--- config.mk ---
export PLATFORM = sky130hd
export DESIGN_NAME = fft_stage_sequencer
export DESIGN_NICKNAME = d
export VERILOG_FILES = /design/src/rtl/fft_stage_sequencer.sv
export SDC_FILE = /design/constraint.sdc
export NUM_CORES = 1
export LEC_CHECK = 0
export CAP_MARGIN = 20
export CORE_MARGIN = 10
export CORE_UTILIZATION = 41
export CTS_CLUSTER_SIZE = 20
export DETAILED_ROUTE_END_ITERATION = 7
export HOLD_SLACK_MARGIN = 0.05
export PLACE_DENSITY_LB_ADDON = 0.25
export SETUP_SLACK_MARGIN = 0.3
export SYNTH_ARGS = -nofsm -noshare
export SYNTH_HDL_FRONTEND = slang
export SYNTH_SLANG_ARGS = --single-unit
--- constraint.sdc ---
create_clock -name i_clk -period 6.9 [get_ports i_clk]
set_input_delay 1.035 -clock i_clk [delete_from_list [all_inputs] [get_ports i_clk]]
set_output_delay 1.035 -clock i_clk [all_outputs]
set_load 0.005 [all_outputs]
--- src/rtl/fft_stage_sequencer.sv ---
// fft_stage_sequencer: issues radix-2 DIT butterfly read/write address pairs stage by stage
// over an in-place sample RAM, with a fixed-latency write-back pipeline.
module fft_stage_sequencer #(
    parameter int ADDR_WIDTH = 12,
    parameter int BF_LATENCY = 4
) (
    input  logic                  i_clk,
    input  logic                  i_rstn,
    input  logic                  i_DATA_LOADED,
    input  logic [ADDR_WIDTH-1:0] i_SAMPLES_NUMBER,
    output logic                  o_RD_EN,
    output logic [ADDR_WIDTH-1:0] o_ADDR_A,
    output logic [ADDR_WIDTH-1:0] o_ADDR_B,
    output logic [ADDR_WIDTH-2:0] o_TWIDDLE_IDX,
    output logic                  o_WR_EN,
    output logic [ADDR_WIDTH-1:0] o_WR_ADDR_A,
    output logic [ADDR_WIDTH-1:0] o_WR_ADDR_B,
    output logic [3:0]            o_STAGE,
    output logic                  o_BUSY,
    output logic                  o_CALC_END,
    output logic                  o_ERR
);
    typedef enum logic [1:0] {IDLE, ISSUE, DRAIN, DONE} state_t;

    localparam logic [ADDR_WIDTH-1:0] ONE = ADDR_WIDTH'(1);
    localparam logic [3:0]            LAT = 4'(BF_LATENCY);

    state_t                r_state;
    state_t                w_next;
    logic [3:0]            r_stage;
    logic [3:0]            r_log2;
    logic [3:0]            r_drain;
    logic [3:0]            w_log2;
    logic [ADDR_WIDTH-1:0] r_k;
    logic [ADDR_WIDTH-1:0] r_last_k;
    logic                  r_err;
    logic                  w_legal;
    logic                  w_last_k;
    logic                  w_last_stage;
    logic                  w_drain_end;
    logic [ADDR_WIDTH-1:0] w_half;
    logic [ADDR_WIDTH-1:0] w_pos;
    logic [ADDR_WIDTH-1:0] w_grp;
    logic [ADDR_WIDTH-1:0] w_addr_a;
    logic [ADDR_WIDTH-1:0] w_addr_b;
    logic [ADDR_WIDTH-2:0] w_tw;
    logic [2*ADDR_WIDTH:0] r_pipe [BF_LATENCY];

    // Legal sizes are powers of two from 2 up to the top address bit.
    assign w_legal = (i_SAMPLES_NUMBER > ONE) &&
                     ((i_SAMPLES_NUMBER & (i_SAMPLES_NUMBER - ONE)) == '0);

    always_comb begin
        w_log2 = '0;
        for (int i = 0; i < ADDR_WIDTH; i++)
            if (i_SAMPLES_NUMBER[i]) w_log2 = 4'(i);
    end

    assign w_last_k     = r_k == r_last_k;
    assign w_last_stage = r_stage == r_log2 - 4'd1;
    assign w_drain_end  = r_drain == 4'd1;

    always_comb begin
        w_next = r_state;
        case (r_state)
            IDLE, DONE: if (i_DATA_LOADED) w_next = w_legal ? ISSUE : IDLE;
            ISSUE:      if (w_last_k) w_next = DRAIN;
            DRAIN:      if (w_drain_end) w_next = w_last_stage ? DONE : ISSUE;
            default:    w_next = IDLE;
        endcase
    end

    always_ff @(posedge i_clk or negedge i_rstn) begin
        if (!i_rstn) r_state <= IDLE;
        else         r_state <= w_next;
    end

    always_ff @(posedge i_clk or negedge i_rstn) begin
        if (!i_rstn) begin
            r_stage  <= '0;
            r_k      <= '0;
            r_drain  <= '0;
            r_log2   <= '0;
            r_last_k <= '0;
            r_err    <= 1'b0;
        end else begin
            case (r_state)
                IDLE, DONE: begin
                    if (i_DATA_LOADED) begin
                        r_err <= !w_legal;
                        if (w_legal) begin
                            r_stage  <= '0;
                            r_k      <= '0;
                            r_log2   <= w_log2;
                            r_last_k <= (i_SAMPLES_NUMBER >> 1) - ONE;
                        end
                    end
                end
                ISSUE: begin
                    r_k <= w_last_k ? '0 : r_k + ONE;
                    if (w_last_k) r_drain <= LAT;
                end
                DRAIN: begin
                    r_drain <= r_drain - 4'd1;
                    if (w_drain_end && !w_last_stage) r_stage <= r_stage + 4'd1;
                end
                default: ;
            endcase
        end
    end

    // Butterfly k of stage s: group grp, offset pos within a span of 2*half samples.
    assign w_half   = ONE << r_stage;
    assign w_pos    = r_k & (w_half - ONE);
    assign w_grp    = r_k >> r_stage;
    assign w_addr_a = (w_grp << (r_stage + 4'd1)) | w_pos;
    assign w_addr_b = w_addr_a + w_half;
    assign w_tw     = w_pos[ADDR_WIDTH-2:0] << (r_log2 - 4'd1 - r_stage);

    assign o_RD_EN       = r_state == ISSUE;
    assign o_ADDR_A      = o_RD_EN ? w_addr_a : '0;
    assign o_ADDR_B      = o_RD_EN ? w_addr_b : '0;
    assign o_TWIDDLE_IDX = o_RD_EN ? w_tw : '0;
    assign o_STAGE       = r_stage;
    assign o_BUSY        = (r_state == ISSUE) || (r_state == DRAIN);
    assign o_CALC_END    = r_state == DONE;
    assign o_ERR         = r_err;

    always_ff @(posedge i_clk or negedge i_rstn) begin
        if (!i_rstn) begin
            for (int i = 0; i < BF_LATENCY; i++) r_pipe[i] <= '0;
        end else begin
            r_pipe[0] <= {o_RD_EN, o_ADDR_A, o_ADDR_B};
            for (int i = 1; i < BF_LATENCY; i++) r_pipe[i] <= r_pipe[i-1];
        end
    end

    assign {o_WR_EN, o_WR_ADDR_A, o_WR_ADDR_B} = r_pipe[BF_LATENCY-1];
endmodule

=== After elaboration in Yosys (flattened, before gate mapping) ===
Index checks and enable logic that the tools add are counted.
Widths: inputs -> output; s select.

* Reduce and logical (&&, ||, !) cells: 17
* Muxes and demuxes: 30
* Shift-type cells: 4
* Equal/unequal tests: 11
* Bitwise logic cells: 3
* $lt $le $gt $ge: 1
* Add/subtract/negate cells: 9

{| class="wikitable"
|+ Operators by type and width
! kind !! count
|-
| $mux 12 || 5
|-
| $mux 4 || 10
|-
| $and 12x12->12 || 2
|-
| $pmux 12 s2 || 1
|-
| $sub 12x1->12 const B || 2
|-
| $pmux 4 s2 || 2
|-
| $add 12x1->12 const B || 1
|-
| $add 12x12->12 || 1
|-
| $eq 12x12->1 || 1
|-
| $gt 12x1->1 const B || 1
|-
| $logic_not 12->1 || 1
|-
| $mux 2 || 6
|-
| $or 12x12->12 || 1
|-
| $shl 1x4->12 const A || 1
|-
| $shl 12x4->12 || 1
|-
| $shr 12x4->12 || 1
|-
| $sub 11x1->12 const B || 1
|-
| $mux 11 || 1
|-
| $shl 11x4->11 || 1
|-
| $reduce_and 3->1 || 3
|-
| $ne 2x2->1 const B || 4
|-
| $sub 4x1->4 const B || 2
|-
| $mux 3 || 2
|-
| $pmux 2 s3 || 1
|-
| other kinds (16) || 23
|}

* Output and inout bits: 68
* Bits in registers: 139

=== Logic depth before layout (Yosys ltp) ===
* Depth after elaboration: 11
* Depth in mapped cells: 20

=== Least setup slack after synthesis ===
OpenSTA, ideal clock, no wires.

* Path type: register to output
* From: register r_stage[1], in the netlist o_STAGE[1]
* To: output port o_ADDR_B[11]
* Cell stages (with the launch flop): 20
* Path buffers: 4
* Required time: 5.865 ns
* Slack: 1.655 ns
* Data arrival time: 4.210 ns
* Cells stage by stage: dfrtp_1 > buf_2 > buf_2 > buf_2 > inv_1 > ha_1 > clkbuf_1 > or2_2 > o21ai_0 > xor2_1 > and2_1 > a31o_2 > ha_1 > o21a_1 > a21oi_1 > o21ai_0 > a41oi_1 > a21oi_1 > a2111o_1 > nand4_1

* Word-level cells in the longest chain between the ends: 6
* Elaborated cells between the ends (all ways): 9

{| class="wikitable"
|+ Ends and longest elaborated chain
! what !! RTL line !! source
|-
| start, declared || 30 || <nowiki>logic [3:0] r_stage;</nowiki>
|-
| start signal, assigned || 105 || <nowiki>if (w_drain_end && !w_last_stage) r_stage <= r_stage + 4'd1;</nowiki>
|-
| $shl 1x4->12 || 113 || <nowiki>assign w_half = ONE << r_stage;</nowiki>
|-
| $sub 12x1->12 || 114 || <nowiki>assign w_pos = r_k & (w_half - ONE);</nowiki>
|-
| $and 12x12->12 || 114 ||
|-
| $or 12x12->12 || 116 || <nowiki>assign w_addr_a = (w_grp << (r_stage + 4'd1)) | w_pos;</nowiki>
|-
| $add 12x12->12 * || 117 || <nowiki>assign w_addr_b = w_addr_a + w_half;</nowiki>
|-
| $mux 12 * || 122 || <nowiki>assign o_ADDR_B = o_RD_EN ? w_addr_b : '0;</nowiki>
|-
| end, declared || 13 || <nowiki>output logic [ADDR_WIDTH-1:0] o_ADDR_B,</nowiki>
|}

Every way passes the cells marked *; elsewhere a longest branch is shown, timed or not.

=== Worst setup path after layout ===
* From: register r_stage[3], in the netlist o_STAGE[3]
* To: output port o_ADDR_B[10]

The elaborated chain is that of the path after synthesis.

==> results.txt <==
The count of endpoints failing hold in the final timing report came out at 0. The critical path contains buffers and inverters numbering 4 combined. Of the cells placed in the final design, the portion with a size suffix greater than 1 is 10.6%. Summing over every cut layer, the via total after detailed routing is 6012. The clock passes through at most 2 buffers.

The signal on the critical path passes through buf_4 -> inv_1 -> xnor2_2 -> nand2_1 -> o21ai_1 -> ha_1 -> inv_1 -> fa_1 -> nor2b_1 -> o21ai_0 -> a21oi_1 -> o21ai_0 -> a211oi_1 -> nor3_1 -> nor3_1 -> clkdlybuf4s50_1. The flow ran to the end, and the final reports show no timing, DRC or antenna violations. The maximum number of pins on one net before global-route repair came out at 75. The core region is 0.0188 sq mm. The number of vias per cell after detailed routing was 5.66.

Main flop type after synthesis: dfrtp_1. The synthesized design contains 0 enable-type register cells. The antenna cell count came out at 0. The type of the worst setup path is flip-flop to output pin. In the final design database the tool counted 864 nets. The tools report the wire length after detailed routing as 19.7 mm. The type of destination of the critical path is an output pin. Buffers inserted during clock tree synthesis total 17. The average routed wire per standard cell is 18.5 um.

The number of antenna violations at the first check in global routing is 0. TritonCTS built the clock tree. Power spread over the standard cell area amounts to 205 mW/mm^2. The async set-or-reset flop fraction in the synthesized netlist is 100%. The detail route stage leaves a number of antenna-violating nets equal to 0.

The logs give 0 for the sum of overflow across all layers after global routing and 0.00951 ns for the setup skew after layout. In this run the mean area of a mapped cell was 10.1 sq um. The first global-routing pass estimated 31.3 mm of wire.

The run gives 0 as the total setup violations reported at the end of the flow. The tree is rooted in a clkbuf_16. The total of buffers placed on input and output ports works out to 82. From left edge to right edge, the die measures 158 um. In this run the post-CTS setup repair buffer count came out at 0.

The critical path's largest stage delay is 0.59 ns. Summing all non-filler instances in the final layout gives an area of 0.00924 sq mm. The run gives 0.42 ns as the insertion delay to the later sink of the worst-skew pair. The relative area change from synthesis to final layout is 18.0%. The most frequently used cell type in the post-synthesis netlist is dfrtp_1. The combined area of all synthesized cells came out at 0.00783 sq mm. Sorting the synthesized cells by area gives the leading types as dfrtp_1, ha_1, mux4_2, xnor2_1, nand2_1. The share of the Yosys chip area taken by registers is 44.4%. After detailed routing, the number of remaining DRC violations is 0. The die covers 0.0250 sq mm. The die extent in y works out to 158 um. For this design the top-level I/O count stands at 83. The slowest stage of the critical path is the dfrtp_2 cell. At the pin with the least slew margin, the transition time is 0.854 ns. The critical path required time is 5.86 ns, and the data arrival time of the worst path is 5.16 ns. The final total negative setup slack was 0 ns; the register bit count reported by yosys was 139. Along the worst path, the maximum fanout reaches 19. Clock-pin slew was measured on the worst setup and hold paths at 0.06 ns. The tools report the via count of the first global-routing pass as 5739. The number of nets handed over by synthesis was 827. In the global route stage, overall resource usage came out at 16.0%. The post-synthesis cell type with the largest combined area was dfrtp_1.

In the synthesized netlist, the cells that appear most often are dfrtp_1, nand2_1, nor2_1. The worst relative slew slack was 43.1%; the reported max-cap violation count was 0. The initial utilization of the core area, before any placement, comes to 41.7%. The HPWL after detailed placement is 14.2 mm. The number of distinct library cell variants in the gate-level netlist after synthesis was 78.

Setup repair after global routing left no endpoint under its margin. Path category of the worst min-delay check: flip-flop to flip-flop. In this run the number of H-tree levels came out at 4. The pre-antenna-repair detailed-routing pass consisted of 5 iterations. The tools report the max-slew violation count as 0.

The synthesized design devotes to its leading area cell type 44.4% of total area. Maximum clock frequency: 161 MHz. Total number of clock tree sinks: 139.

Summing all placed instances gives a cell area of 0.00863 sq mm. Fill cells in the final layout number 1738. In this run the static leakage power is 0.00405 uW. Broken down by cell family, the worst path's largest delay share belongs to buffers and inverters.

For the synthesized instance count, the log shows 779. Ratio of final minimum period to clock period: 89.8%. Peak ir drop on the vdd network: 170 uV. Row generation in the floorplan step produced 50 rows. The starting DRC count in detailed routing is 367. For this run, the number of Yosys warnings is 0.

The clock period minus worst slack works out to 6.20 ns. The worst setup path is launched from a flip-flop. The placer's final routability congestion estimate was 0.943.
## repair_timing
action,in CTS,in global routing
hold endpoints to repair,0,0
hold buffers,0,0
setup endpoints to repair,1,3
resized for setup,1,7
## cell families (layout without fill, tap and decap cells)
kind of cell             count (synthesis)  after routing  synth area share [%]
AO/OA/AOI/OAI                          196            196                  17.5
XOR/XNOR                                38             38                  4.25
adder cells (fa/ha/maj)                 33             33                  5.46
buffers and inverters                  110            160                  6.71
flip-flops                             139            139                  44.4
multiplexers                            40             40                  7.51
AND/OR/NAND/NOR                        223            223                  14.2
## area by class of cell
class                           instances  area [sq um]  area share, %
Inverter                               37           139           1.50
Clock buffer                           18           429           4.65
Multi-Input combinational cell        530          3840           41.6
Tap cell                              234           293           3.17
Timing Repair Buffer                   91           893           9.67
Clock inverter                         14           160           1.73
Sequential cell                       139          3480           37.7
## registers in the layout, indices dropped and copies added (netlist names)
register,flops
o_WR_EN,1
r_last_k,12
r_state,2
r_k,12
o_WR_ADDR_A,12
r_pipe,75
o_STAGE,4
r_drain,4
o_ERR,1
r_log2,4
o_WR_ADDR_B,12
## metrics by stage
stage	setup slack (ns)	util, %	total power, uW	hold slack (ns)	std cells
floorplan	1.65	-	937	0.331	779
global placement	0.544	46.0	995	0.331	1031
detailed placement	0.619	46.0	993	0.335	1031
CTS	0.411	49.1	1910	0.344	1063
global route	0.348	49.2	1970	0.347	1063
finish	0.705	49.2	1890	0.340	1063
## routing by layer
layer  share of wire [%]  up-vias  track usage, %
li1                    -     2831               -
met1                  43     2898            20.2
met2                  46      234            25.4
met3                 7.7       49            4.37
met4                 2.9        0            6.40
met5                   0        -               0
## report_power, final
part | switching, uW | total (uW) | internal [uW]
Sequential | 5.67 | 824 | 819
Combinational | 99.9 | 157 | 57.0
Clock | 370 | 911 | 541
Total | 476 | 1890 | 1420
## placed cells by master (no fill, tap or decap), types with 8 or more instances in the layout
cell type	instances
a21o_1	8
a21oi_1	33
and2_1	20
and3_1	13
buf_4	8
clkbuf_16	17
clkdlybuf4s50_1	81
dfrtp_1	137
ha_1	29
inv_1	34
mux2_2	9
mux2i_1	16
mux4_2	14
nand2_1	59
nand2b_1	11
nand3_1	14
nor2_1	48
nor2b_1	13
nor3_1	17
o21ai_0	27
o21ai_1	27
xnor2_1	29
xor2_1	8
## worst paths after layout
| kind | from | endpoint | slack (ns) | cells past startpoint |
|---|---|---|---|---|
| max in group asynchronous | i_rstn | r_pipe[82]$_DFF_PN0_ | 5.03 | 2 |
| max reg2reg | o_STAGE[3]$_DFFE_PN0P_ | r_pipe[85]$_DFF_PN0_ | 2.63 | 15 |
| max | o_STAGE[3]$_DFFE_PN0P_ | o_ADDR_B[10] | 0.70 | 16 |
| min in group asynchronous | i_rstn | r_pipe[40]$_DFF_PN0_ | 0.60 | 1 |
| min | r_pipe[49]$_DFF_PN0_ | o_WR_EN$_DFF_PN0_ | 0.34 | 0 |
| min reg2reg | r_pipe[49]$_DFF_PN0_ | o_WR_EN$_DFF_PN0_ | 0.34 | 0 |
Note: power is estimated with default switching activity, not from simulation.
